--- config.mk ---
export PLATFORM = sky130hd
export DESIGN_NAME = vram_vga_fetch_flat
export DESIGN_NICKNAME = d
export VERILOG_FILES = /design/src/rtl/vram_vga_fetch_if.sv /design/src/rtl/vram_vga_fetch.sv /design/src/flat_wrapper.sv
export SDC_FILE = /design/constraint.sdc
export NUM_CORES = 1
export LEC_CHECK = 0
export BUFFER_PORTS_ARGS = -buffer_cell sky130_fd_sc_hd__buf_2
export CORE_AREA = 2 2 148 121
export CTS_CLUSTER_SIZE = 25
export DETAILED_ROUTE_END_ITERATION = 10
export DIE_AREA = 0 0 150 123
export PLACE_DENSITY_LB_ADDON = 0.15
export SLEW_MARGIN = 20
export SYNTH_ARGS = -nofsm -noshare
export SYNTH_HDL_FRONTEND = slang
export SYNTH_SLANG_ARGS = --single-unit
--- constraint.sdc ---
create_clock -name clk -period 6.3 [get_ports clk]
set_input_delay 0 -clock clk [delete_from_list [all_inputs] [get_ports clk]]
set_output_delay 0 -clock clk [all_outputs]
set_load 0.01 [all_outputs]
--- src/rtl/vram_vga_fetch_if.sv ---
// Purpose: bundles the pixel-consumer and VRAM read-port signals of the VGA fetch block.
// Latency: none, wires only.
// Backpressure: pixel_req pulls one pixel; vram_vga_ready answers a req exactly one cycle later.
interface vram_vga_fetch_if;
   logic        frame_start;
   logic        pixel_req;
   logic        pixel_out;
   logic        pixel_valid;
   logic [14:0] vram_vga_addr;
   logic        vram_vga_req;
   logic        vram_vga_ready;
   logic [31:0] vram_vga_data_in;
   logic        underflow;
   logic [15:0] underflow_count;

   // Fetch block side.
   modport slave (
      input  frame_start, pixel_req, vram_vga_ready, vram_vga_data_in,
      output pixel_out, pixel_valid, vram_vga_addr, vram_vga_req, underflow, underflow_count
   );

   // Display timing / VRAM side.
   modport master (
      output frame_start, pixel_req, vram_vga_ready, vram_vga_data_in,
      input  pixel_out, pixel_valid, vram_vga_addr, vram_vga_req, underflow, underflow_count
   );
endinterface

--- src/rtl/vram_vga_fetch.sv ---
// Purpose: streams one frame of 32-bit VRAM words through a small FIFO into a 1-bit pixel shifter.
// Latency: word lands in FIFO 2 cycles after req; shifter loads from FIFO (or bypass) same cycle it empties.
// Backpressure: req issues only with a free FIFO slot; pixel_req with no data flags sticky underflow.
// Optional: define VRAM_VGA_FETCH_STATS_EN for the saturating underflow event counter.
module vram_vga_fetch #(
   parameter int WORDS_PER_FRAME = 21504,
   parameter int FIFO_DEPTH      = 4
) (
   input  logic            clk,
   input  logic            reset,
   vram_vga_fetch_if.slave bus
);

   localparam int               PTR_W     = $clog2(FIFO_DEPTH);
   localparam int               CNT_W     = PTR_W + 1;
   localparam logic [14:0]      LAST_ADDR = 15'(WORDS_PER_FRAME - 1);
   localparam logic [CNT_W-1:0] DEPTH_C   = CNT_W'(FIFO_DEPTH);

   typedef enum logic [1:0] {IDLE, REQ, WAIT, DONE} state_t;

   state_t           state_q, state_d;
   logic [14:0]      addr_q, addr_d;
   logic [31:0]      mem_q [FIFO_DEPTH];
   logic [31:0]      mem_d [FIFO_DEPTH];
   logic [PTR_W-1:0] wr_ptr_q, wr_ptr_d;
   logic [PTR_W-1:0] rd_ptr_q, rd_ptr_d;
   logic [CNT_W-1:0] fifo_cnt_q, fifo_cnt_d;
   logic [31:0]      sh_dat_q, sh_dat_d;
   logic [5:0]       sh_cnt_q, sh_cnt_d;
   logic             underflow_q, underflow_d;

   logic             vram_req;
   logic             fifo_wr;
   logic             fifo_rd;
   logic             sh_vld;
   logic             consume;
   logic             starve;
   logic             sh_empty_nxt;
   logic [31:0]      fifo_head;

   assign sh_vld       = (sh_cnt_q != 6'd0);
   assign consume      = bus.pixel_req && sh_vld;
   assign starve       = bus.pixel_req && !sh_vld;
   // Shifter is free for a new word if empty now or its last bit is taken this cycle,
   // so a steady pixel_req stream sees no bubble at word boundaries.
   assign sh_empty_nxt = !sh_vld || ((sh_cnt_q == 6'd1) && bus.pixel_req);
   // An empty FIFO being written passes the incoming word straight through.
   assign fifo_head    = (fifo_cnt_q == '0) ? bus.vram_vga_data_in : mem_q[rd_ptr_q];
   assign fifo_rd      = sh_empty_nxt && !bus.frame_start && ((fifo_cnt_q != '0) || fifo_wr);

   // Fetch FSM: next state, address and request. Only one read is ever in flight, and REQ
   // waits for a free slot, so the returning word always has room.
   always_comb begin
      state_d  = state_q;
      addr_d   = addr_q;
      vram_req = 1'b0;
      fifo_wr  = 1'b0;
      if (bus.frame_start) begin
         // Restart from any state; a ready for an aborted read lands in REQ and is ignored.
         state_d = REQ;
         addr_d  = '0;
      end else begin
         unique case (state_q)
            REQ: begin
               if (fifo_cnt_q < DEPTH_C) begin
                  vram_req = 1'b1;
                  state_d  = WAIT;
               end
            end
            WAIT: begin
               if (bus.vram_vga_ready) begin
                  fifo_wr = 1'b1;
                  if (addr_q == LAST_ADDR) begin
                     state_d = DONE;
                  end else begin
                     addr_d  = addr_q + 15'd1;
                     state_d = REQ;
                  end
               end
            end
            default: ;
         endcase
      end
   end

   // FIFO storage/pointers and pixel shifter; frame_start flushes everything.
   always_comb begin
      mem_d      = mem_q;
      wr_ptr_d   = wr_ptr_q;
      rd_ptr_d   = rd_ptr_q;
      fifo_cnt_d = fifo_cnt_q;
      sh_dat_d   = sh_dat_q;
      sh_cnt_d   = sh_cnt_q;
      if (bus.frame_start) begin
         wr_ptr_d   = '0;
         rd_ptr_d   = '0;
         fifo_cnt_d = '0;
         sh_dat_d   = '0;
         sh_cnt_d   = '0;
      end else begin
         if (fifo_wr) begin
            mem_d[wr_ptr_q] = bus.vram_vga_data_in;
            wr_ptr_d        = wr_ptr_q + 1'b1;
         end
         if (fifo_rd) begin
            rd_ptr_d = rd_ptr_q + 1'b1;
            sh_dat_d = fifo_head;
            sh_cnt_d = 6'd32;
         end else if (consume) begin
            sh_dat_d = sh_dat_q >> 1;
            sh_cnt_d = sh_cnt_q - 6'd1;
         end
         fifo_cnt_d = fifo_cnt_q + CNT_W'(fifo_wr) - CNT_W'(fifo_rd);
      end
   end

   // Sticky underflow: cleared by frame_start, but a starved request in that same cycle still counts.
   always_comb begin
      underflow_d = underflow_q;
      if (bus.frame_start) begin
         underflow_d = 1'b0;
      end
      if (starve) begin
         underflow_d = 1'b1;
      end
   end

   // State register; reset abandons any read in flight.
   always_ff @(posedge clk or posedge reset) begin
      if (reset) begin
         state_q     <= IDLE;
         addr_q      <= '0;
         mem_q       <= '{default: '0};
         wr_ptr_q    <= '0;
         rd_ptr_q    <= '0;
         fifo_cnt_q  <= '0;
         sh_dat_q    <= '0;
         sh_cnt_q    <= '0;
         underflow_q <= 1'b0;
      end else begin
         state_q     <= state_d;
         addr_q      <= addr_d;
         mem_q       <= mem_d;
         wr_ptr_q    <= wr_ptr_d;
         rd_ptr_q    <= rd_ptr_d;
         fifo_cnt_q  <= fifo_cnt_d;
         sh_dat_q    <= sh_dat_d;
         sh_cnt_q    <= sh_cnt_d;
         underflow_q <= underflow_d;
      end
   end

   assign bus.vram_vga_req  = vram_req;
   assign bus.vram_vga_addr = addr_q;
   assign bus.pixel_valid   = sh_vld;
   assign bus.pixel_out     = sh_vld && sh_dat_q[0];
   assign bus.underflow     = underflow_q;

`ifdef VRAM_VGA_FETCH_STATS_EN
   logic [15:0] uf_cnt_q, uf_cnt_d;

   // Saturating count of starved pixel requests; survives frame_start.
   always_comb begin
      uf_cnt_d = uf_cnt_q;
      if (starve && (uf_cnt_q != 16'hffff)) begin
         uf_cnt_d = uf_cnt_q + 16'd1;
      end
   end

   // Counter register.
   always_ff @(posedge clk or posedge reset) begin
      if (reset) begin
         uf_cnt_q <= '0;
      end else begin
         uf_cnt_q <= uf_cnt_d;
      end
   end

   assign bus.underflow_count = uf_cnt_q;
`else
   assign bus.underflow_count = '0;
`endif

endmodule

--- src/flat_wrapper.sv ---
// flat-port wrapper written by rule: the top's interface ports become plain ports
module vram_vga_fetch_flat 
#(
   parameter int WORDS_PER_FRAME = 21504,
   parameter int FIFO_DEPTH      = 4
)
  (clk, reset, bus_frame_start, bus_pixel_req, bus_vram_vga_ready, bus_vram_vga_data_in, bus_pixel_out, bus_pixel_valid, bus_vram_vga_addr, bus_vram_vga_req, bus_underflow, bus_underflow_count);
  vram_vga_fetch_if bus_i ();
  input  logic clk;
  input  logic reset;
  input wire logic [$bits(bus_i.frame_start)-1:0] bus_frame_start;
  input wire logic [$bits(bus_i.pixel_req)-1:0] bus_pixel_req;
  input wire logic [$bits(bus_i.vram_vga_ready)-1:0] bus_vram_vga_ready;
  input wire logic [$bits(bus_i.vram_vga_data_in)-1:0] bus_vram_vga_data_in;
  output wire logic [$bits(bus_i.pixel_out)-1:0] bus_pixel_out;
  output wire logic [$bits(bus_i.pixel_valid)-1:0] bus_pixel_valid;
  output wire logic [$bits(bus_i.vram_vga_addr)-1:0] bus_vram_vga_addr;
  output wire logic [$bits(bus_i.vram_vga_req)-1:0] bus_vram_vga_req;
  output wire logic [$bits(bus_i.underflow)-1:0] bus_underflow;
  output wire logic [$bits(bus_i.underflow_count)-1:0] bus_underflow_count;
  assign bus_i.frame_start = bus_frame_start;
  assign bus_i.pixel_req = bus_pixel_req;
  assign bus_i.vram_vga_ready = bus_vram_vga_ready;
  assign bus_i.vram_vga_data_in = bus_vram_vga_data_in;
  assign bus_pixel_out = bus_i.pixel_out;
  assign bus_pixel_valid = bus_i.pixel_valid;
  assign bus_vram_vga_addr = bus_i.vram_vga_addr;
  assign bus_vram_vga_req = bus_i.vram_vga_req;
  assign bus_underflow = bus_i.underflow;
  assign bus_underflow_count = bus_i.underflow_count;
  vram_vga_fetch #(.WORDS_PER_FRAME(WORDS_PER_FRAME), .FIFO_DEPTH(FIFO_DEPTH)) u_core (.clk(clk), .reset(reset), .bus(bus_i));
endmodule
Yosys cells after proc, flatten, opt, wreduce, memory -nomap -nowiden --
Index checks and enable logic that the tools add are counted.
Storage, ports and cells: bits in registers 191, bits in latches 0, RAM bits 0, ROM bits 0, output and inout port bits 35, word-level logic and storage cells 91, memories kept 0
Operators by class: $add $sub $neg 6, multiply operators 0, div/mod/pow operators 0, magnitude comparators 4, equality and inequality tests 7, shifts and indexed selects 0, multiplexer cells 35, bitwise logic cells 3, reductions and logical operators 24
Operators by type and width (number):
- 32-bit 2-to-1 mux | 7
- 128-bit bitwise mux | 1
- 32-bit binary-select mux with 2-bit select | 1
- 32-bit demux with 2-bit select | 1
- 15-bit 2-to-1 mux | 4
- 6-bit 2-to-1 mux | 3
- 2-bit 2-to-1 mux | 8
- 15-bit by 1-bit adder with 15-bit output, second input constant | 1
- 15-bit equality test, second input constant | 1
- 2-bit nonzero test | 5
- 3-bit nonzero test | 3
- 1-bit 2-to-1 mux | 8
- 1-bit logical AND | 7
- 6-bit by 1-bit equality test with 1-bit output, second input constant | 1
- 3-bit >= comparator, second input constant | 2
- 2-bit NOT with 3-bit output | 2
- 3-bit AND reduction | 2
- 6-bit nonzero test | 1
- 6-bit by 1-bit subtractor with 6-bit output, second input constant | 1
- 2-bit by 1-bit adder with 2-bit output, second input constant | 2
- 2-bit case mux with 2 select lines | 1
- 3-bit by 1-bit adder with 3-bit output | 1
- 3-bit zero test | 1
- 3-bit by 1-bit less-than comparator with 1-bit output, second input constant | 1
- other kinds (12) | 14

Depth between registers and ports, before layout --
Gate-level depths: netlist (run 1).
depth after elaboration 7, mapped depth 14, mapped depth without buffers 12

Least setup slack after synthesis (run 1) --
No wires, ideal clock.
path type flip-flop to flip-flop, from reg u_core.fifo_cnt_q[2], to reg u_core.fifo_cnt_q[2], setup time 0.132 ns, data arrival time 2.518 ns, required time 6.168 ns, slack 3.650 ns, stages on the path, launching flop included 14, period minus slack after synthesis 2.650 ns, cells stage by stage dfrtp_1 -> or3_1 -> buf_2 -> o211ai_4 -> buf_6 -> buf_4 -> nor2_1 -> ha_1 -> inv_1 -> ha_1 -> inv_1 -> fa_1 -> xnor2_1 -> nor2_1
On the way: cells in the longest elaborated chain, start to end 5, elaborated cells between the ends (all ways) 6, those cells by class 2 x add/sub; 1 x mux; 3 x reduce/logical
RTL lines:
- start: declaration | line vram_vga_fetch.sv:27 | logic [CNT_W-1:0] fifo_cnt_q, fifo_cnt_d;
- start signal: assignment | line vram_vga_fetch.sv:146 | fifo_cnt_q <= fifo_cnt_d;
- parallel branches: the longest is 3 deep, another holds 3-bit by 1-bit adder with 3-bit output
- 3-bit by 1-bit subtractor with 3-bit output (*) | line vram_vga_fetch.sv:113 | fifo_cnt_d = fifo_cnt_q + CNT_W'(fifo_wr) - CNT_W'(fifo_rd);
- 3-bit 2-to-1 mux (*) | line vram_vga_fetch.sv:94 | if (bus.frame_start) begin
- named net u_core.fifo_cnt_d[2] | line vram_vga_fetch.sv:27
Mark *: on every way through the listed nets, which the timed path passes. A chain may end at the register's enable or synchronous reset.

Worst setup path in the final report (run 1) --
from reg u_core.sh_cnt_q[0], to reg u_core.fifo_cnt_q[2]
On the way: cells in the longest elaborated chain, start to end 7, elaborated cells between the ends (all ways) 9, those cells by class 1 x add/sub; 1 x eq/ne; 1 x mux; 6 x reduce/logical
RTL lines:
- start: declaration | line vram_vga_fetch.sv:29 | logic [5:0] sh_cnt_q, sh_cnt_d;
- start signal: assignment | line vram_vga_fetch.sv:148 | sh_cnt_q <= sh_cnt_d;
- 6-bit by 1-bit equality test with 1-bit output / 6-bit nonzero test (equally long branches) | line vram_vga_fetch.sv:46, vram_vga_fetch.sv:41
- 1-bit logical AND / 1-bit zero test (equally long branches) | line vram_vga_fetch.sv:46 | assign sh_empty_nxt = !sh_vld || ((sh_cnt_q == 6'd1) && bus.pixel_req);
- 1-bit logical OR (*) | line vram_vga_fetch.sv:46
- 1-bit logical AND (*) (2 in series) | line vram_vga_fetch.sv:49 | assign fifo_rd = sh_empty_nxt && !bus.frame_start && ((fifo_cnt_q != '0) || fifo_wr);
- 3-bit by 1-bit subtractor with 3-bit output (*) | line vram_vga_fetch.sv:113
- 3-bit 2-to-1 mux (*) | line vram_vga_fetch.sv:94
- named net u_core.fifo_cnt_d[2] | line vram_vga_fetch.sv:27
Mark *: on every way through the listed nets, which the timed path passes. The rest lies on a longest branch.

==> results.py, run 1 <==
metrics = {
    "yosys": {
        "ys.flop_type": "dfrtp_1",
        "synth_edf_count": 0,
        "yosysTopAreaCellShare_pct": 51.1,
        "ys_types": 56,
        "synth_area_leaders": "dfrtp_1, mux2_2, mux4_2, mux2i_1, a221oi_1",
        "ys_seq_area_share_pct": 51.1,
        "yosysTopAreaCell": "dfrtp_1",
        "synthCells": 709,
        "yosysWarnings": 0,
        "synth_area_per_cell_um2": 13.2,
        "ys_ff_latch": 191,
        "syn_area_mm2": 0.00936,
        "async_flop_share_pct": 100,
    },
    "detailed_routing": {
        "via_per_inst": 5.89,
        "finalWirelength_um": 19300,
        "wire_per_inst_um": 19.0,
        "postRouteAntennaNets": 0,
        "dr.pass1.iters": 5,
        "first_iter_violations": 479,
        "drc": 0,
        "vias": 5987,
    },
    "pwr": {
        "power_mw": 3.70,
        "power_density_mw_per_mm2": 347,
        "leakage_nw": 4.95,
        "vdd_drop_max_mv": 0.189,
    },
    "sta": {
        "max-slew-margin-rel_pct": 43.8,
        "timing.fmax_mhz": 320,
        "grt_setup_unrepaired": "false",
        "final.min_clock_period_ns": 3.12,
        "hold_slack_ns": 0.267,
        "tns_ns": 0,
        "worst_slew_pin_slew_ns": 0.843,
        "fin_crit_sh_pct": 49.6,
        "fin_skew_ns": 0.0139,
        "slew_violations": 0,
        "finalSetupViolCount": 0,
        "final_hold_viol_count": 0,
    },
    "global_route": {
        "grt.busiest_layer": "met2",
        "antenna_found_initial": 0,
        "grt_use_met3_pct": 4.46,
        "grt_max_degree": 115,
        "use_met1_pct": 31.7,
        "grt_util_met2_pct": 36.1,
        "gr-total-overflow": 0,
        "grt_usage_pct": 22.4,
        "first_global_vias": 6118,
        "grt_pass1_wl_um": 32200,
    },
    "finish": {
        "n_antenna_cell": 0,
        "fin_util_pct": 62.7,
        "final_area_mm2": 0.0107,
        "fin_nets": 827,
        "register_area_mm2": 0.00478,
        "fill_cells": 1286,
        "multiInputGateArea_mm2": 0.00421,
        "drive_gt1_share_pct": 35.6,
        "syn2layout_area_growth_pct": 13.8,
    },
    "outcome": {
        "status": "finished, final reports clean",
    },
    "floorplanning": {
        "core_mm2": 0.0170,
        "rows": 43,
        "fp.dieW_um": 150,
        "start_util_pct": 55.1,
        "die_y_um": 123,
        "io_pins": 72,
        "die-area_mm2": 0.0185,
    },
    "worst_setup_path": {
        "path_cells": "inv_1, ha_1, a21o_1, o211ai_4, buf_4, nor2_1, ha_1, inv_1, ha_1, inv_1, fa_1, xnor2_1, nor2_1",
        "cp.buffers_inverters": 4,
        "critPathMaxStageDelay_ns": 0.55,
        "cp.required_ns": 6.58,
        "slowest_stage": "buf_4",
        "path_max_fanout": 67,
        "crit_type": "flop to flop",
        "critPathCaptureType": "flop",
        "crit_path_start_kind": "flop",
        "crit_family": "adder cells",
        "cp.arrival_ns": 3.41,
    },
    "clock_tree": {
        "cts_buffer_depth": 2,
        "cts_tree": "yes",
        "cts_hold_buf": 35,
        "cts_max_level": 4,
        "ctsResizeCount": 0,
        "cts_setup_buffers": 0,
        "root_buffer": "clkbuf_16",
        "numCtsBuffers": 17,
        "clk_pin_slew_ns": 0.07,
        "cts_sinks": 191,
        "clock_latency_ns": 0.44,
    },
    "worst_hold_path": {
        "min_path_type": "input port to async pin",
    },
    "placement": {
        "gp_congestion": 0.842,
        "portBuffers": 55,
        "placed_cell_area_mm2": 0.00968,
        "dpl.hpwl_um": 11400,
    },
    "job": {
        "drv_cap": 0,
    },
}
[area by class of cell]
class                   count  area share [%]
multi-input cells         454            39.5
well taps                 225            2.64
repair buffers            101            6.80
clock buffers              20            4.38
flip-flops and latches    191            44.9
inverters                  14           0.564
clock inverters            12            1.24
[worst reg2reg max path, stage by stage, from the launching register on]
cell      delay, ns
dfrtp_1        0.44
inv_1          0.10
ha_1           0.29
a21o_1         0.22
o211ai_4       0.07
buf_4          0.55
nor2_1         0.17
ha_1           0.33
inv_1          0.06
ha_1           0.12
inv_1          0.04
fa_1           0.37
xnor2_1        0.17
nor2_1         0.06
[metal layers]
layer / routed length (um) / part of all wire (%)
met4: 200 / 1.0
met3: 683 / 3.5
met1: 9020 / 47
met2: 9420 / 49
met5: 0 / 0
[through the flow]
step	std cells	setup WS [ns]
2_1_floorplan	724	1.10
3_3_place_gp	949	3.33
3_5_place_dp	949	3.22
4_1_cts	1016	3.20
5_1_grt	1017	2.95
6_report	1017	3.18
[cells in the mapped netlist (all sizes together), types with 3 or more instances]
| cell | count |
|---|---|
| dfrtp | 191 |
| mux2 | 137 |
| buf | 50 |
| nand2 | 45 |
| a21oi | 42 |
| mux2i | 33 |
| a221oi | 32 |
| mux4 | 32 |
| nor2 | 22 |
| clkbuf | 15 |
| inv | 13 |
| ha | 10 |
| nor2b | 10 |
| nand4 | 8 |
| nor3 | 8 |
| o21ai | 6 |
| nor4 | 4 |
| xnor2 | 4 |
| xor2 | 4 |
| a211oi | 3 |
| and4 | 3 |
| o211ai | 3 |
| or3 | 3 |
| or4 | 3 |
[where the power goes]
part | leakage, nW | internal, mW | total, mW | switching, mW
Sequential | 2.58 | 1.42 | 1.56 | 0.135
Combinational | 2.07 | 0.499 | 1.05 | 0.554
Clock | 0.294 | 0.619 | 1.09 | 0.469
[path summary, 6_finish.rpt]
kind / start / to / slack (ns) / cells past startpoint
min in group clk: bus_frame_start / u_core.wr_ptr_q[0] / 0.27 / 3
worst max-delay path: u_core.sh_cnt_q[0] / u_core.fifo_cnt_q[2] / 3.18 / 13
worst max register to register: u_core.sh_cnt_q[0] / u_core.fifo_cnt_q[2] / 3.18 / 13
worst min-delay path: reset / u_core.mem_q[92] / 0.27 / 3
max in group asynchronous: reset / u_core.rd_ptr_q[0] / 4.85 / 4
worst min register to register: u_core.bus.underflow / u_core.bus.underflow / 0.50 / 1
[cells in the final DEF, fill, tap and decap left out, drive strengths merged, types with 8 or more instances in the layout]
cell,count
clkbuf,20
nor3,8
inv,15
nor2b,10
nand4,8
buf,66
ha,10
mux2,137
conb,16
dlygate4sd3,35
a21oi,42
mux4,32
dfrtp,191
nor2,22
mux2i,33
a221oi,32
nand2,45
[sequential cells by signal (all words and copies together) (netlist names), 2 cells and up]
name	count
u_core.bus.vram_vga_addr	15
u_core.fifo_cnt_q	3
u_core.mem_q	128
u_core.rd_ptr_q	2
u_core.sh_cnt_q	6
u_core.sh_dat_q	32
u_core.state_q	2
u_core.wr_ptr_q	2
[cell families after synthesis]
| kind of cell | after synthesis | synth area share (%) |
|---|---|---|
| compound gates | 100 | 7.81 |
| other cells | 1 | 0.0401 |
| buf+inv | 79 | 4.75 |
| fa+ha+maj | 11 | 1.55 |
| simple gates | 117 | 6.34 |
| flops | 191 | 51.1 |
| xor+xnor | 8 | 0.748 |
| mux | 202 | 27.7 |
Note: power is estimated with default switching activity, not from simulation.
==> inputs of run 2 (changes only) <==
Clock period 6.3 ns to 3.1 ns, I/O delays scaled along.
==> run 2 against run 1 <==
Effect of this change:
- flip-flop and latch count stayed put
- maximum frequency is 26% higher
- worst hold slack lost 0.17 ns
- register-to-register slack worse by 2.6 ns
- largest power group unchanged
- via count increased by 0.52%
- critical endpoint unchanged
- largest cell class unchanged
==> results.py, run 2 (synthesized netlist as in run 1, its figures left out) <==
metrics = {
    "sta": {
        "slew_violations": 0,
        "final_hold_viol_count": 0,
        "timing.fmax_mhz": 404,
        "final.min_clock_period_ns": 2.47,
        "tns_ns": 0,
        "fin_crit_sh_pct": 79.8,
        "setup_slack_ns": 0.627,
        "grt_setup_unrepaired": "false",
        "finalSetupViolCount": 0,
        "fin_skew_ns": 0.0105,
        "worst_slew_pin_slew_ns": 0.949,
        "max-slew-margin-rel_pct": 36.6,
    },
    "finish": {
        "fin_cells": 1021,
        "fin_nets": 831,
        "final_common_cell": "dfrtp_1",
        "drive_gt1_share_pct": 35.6,
        "n_antenna_cell": 0,
        "syn2layout_area_growth_pct": 14.9,
        "top_register": "u_core.mem_q",
        "final_cell_mix": "dfrtp_1, mux2_2, buf_2",
        "largest_register_ffs": 128,
    },
    "clock_tree": {
        "clk_pin_slew_ns": 0.07,
        "clock_latency_ns": 0.43,
        "root_buffer": "clkbuf_16",
        "cts_buffer_depth": 2,
        "cts_sinks": 191,
        "cts_setup_buffers": 0,
        "cts_max_level": 4,
        "numCtsBuffers": 17,
        "cts_tree": "yes",
        "ctsResizeCount": 0,
    },
    "worst_setup_path": {
        "crit_type": "flop to flop",
        "slowest_stage": "nor4_4",
        "crit_path_start_kind": "flop",
        "critPathMaxStageDelay_ns": 0.55,
        "critPathCaptureType": "flop",
        "path_max_fanout": 6,
        "path_cells": "nor4_4, o211ai_4, nor2_1, ha_1, inv_1, ha_1, inv_1, fa_1, xnor2_1, nor2_1",
        "cp.required_ns": 3.38,
        "cp.arrival_ns": 2.75,
    },
    "detailed_routing": {
        "drc": 0,
        "vias": 6018,
        "via_per_inst": 5.89,
        "wire_per_inst_um": 18.9,
        "finalWirelength_um": 19300,
        "postRouteAntennaNets": 0,
        "dr.pass1.iters": 4,
        "first_iter_violations": 354,
    },
    "floorplanning": {
        "io_pins": 72,
        "core_mm2": 0.0170,
        "fp.dieW_um": 150,
        "die_y_um": 123,
        "rows": 43,
        "die-area_mm2": 0.0185,
        "start_util_pct": 55.1,
    },
    "global_route": {
        "grt_usage_pct": 22.4,
        "grt_pass1_wl_um": 31900,
        "antenna_found_initial": 0,
        "first_global_vias": 6017,
        "gr-total-overflow": 0,
        "grt_max_degree": 74,
    },
    "outcome": {
        "status": "finished, final reports clean",
    },
    "placement": {
        "dp_cells": 954,
        "portBuffers": 55,
        "dpl.hpwl_um": 11800,
        "place_ws_ns": 0.632,
        "gp_congestion": 0.765,
    },
    "pwr": {
        "power_density_mw_per_mm2": 702,
        "leakage_nw": 4.99,
        "vdd_drop_max_mv": 0.419,
    },
    "worst_hold_path": {
        "min_path_type": "input port to flop",
    },
    "job": {
        "drv_cap": 0,
    },
}
-- run 2: changes by cell type in the layout (fill, tap and decap cells not counted), sizes merged --
| cell | delta |
|---|---|
| buf | +4 |
| bufinv | +1 |
| clkbuf | +1 |
| clkinv | +1 |
| inv | -3 |
-- run 2: through the flow --
stage	hold WS, ns	util (%)	cell area [um2]	total power, mW
floorplan	0.150	-	9420	4.87
global placement	0.0385	57.7	9810	5.25
detailed placement	0.0373	57.7	9810	5.35
CTS	0.0827	63.3	10800	7.61
global route	0.104	63.3	10800	7.96
finish	0.0937	63.3	10800	7.55
-- run 2: layer usage --
layer  vias to the layer above  routed length, um  global-route usage, %
met5                         -                  0                      0
met4                         0                 87                   4.19
met3                         6                694                   5.09
met2                       132               9480                   35.8
met1                      3129               9050                   32.3
li1                       2751                  -                      -
-- run 2: worst paths after layout --
path / cells past startpoint / from / slack [ns] / end
min: 2 / bus_frame_start / 0.09 / u_core.rd_ptr_q[0]
max in group asynchronous: 4 / reset / 2.05 / u_core.rd_ptr_q[0]
max reg2reg: 10 / u_core.sh_cnt_q[2] / 0.63 / u_core.fifo_cnt_q[2]
min in group asynchronous: 3 / reset / 0.14 / u_core.mem_q[33]
min reg2reg: 1 / u_core.mem_q[1] / 0.50 / u_core.mem_q[1]
max: 10 / u_core.sh_cnt_q[2] / 0.63 / u_core.fifo_cnt_q[2]
-- run 2: area by class of cell --
cell class | count | area, um2
Tap cell | 225 | 282
Fill cell | 1315 | 6250
Sequential cell | 191 | 4780
Clock inverter | 11 | 140
Multi-Input combinational cell | 454 | 4210
Clock buffer | 21 | 450
Inverter | 14 | 56.3
Timing Repair Buffer | 105 | 838
-- run 2: critical path, delay by kind of cell (launching register included) --
family | cells | cell delay (ns)
xor gates and xnor gates | 1 | 0.16
and+or+nand+nor | 3 | 0.72
DFF | 1 | 0.47
AOI/OAI and AO/OA | 1 | 0.13
buffers and inverters | 2 | 0.10
adders and majority gates | 3 | 0.74
-- run 2: timing repair --
action,4_1_cts,5_1_grt
hold endpoints to repair,236,0
endpoints found under the setup margin,0,0
hold buffers,35,0
-- run 2: power by group --
part           internal (mW)  leakage [nW]  switching, mW
Sequential              2.89          2.58          0.237
Clock                   1.29         0.291          0.917
Combinational           1.03          2.12           1.18
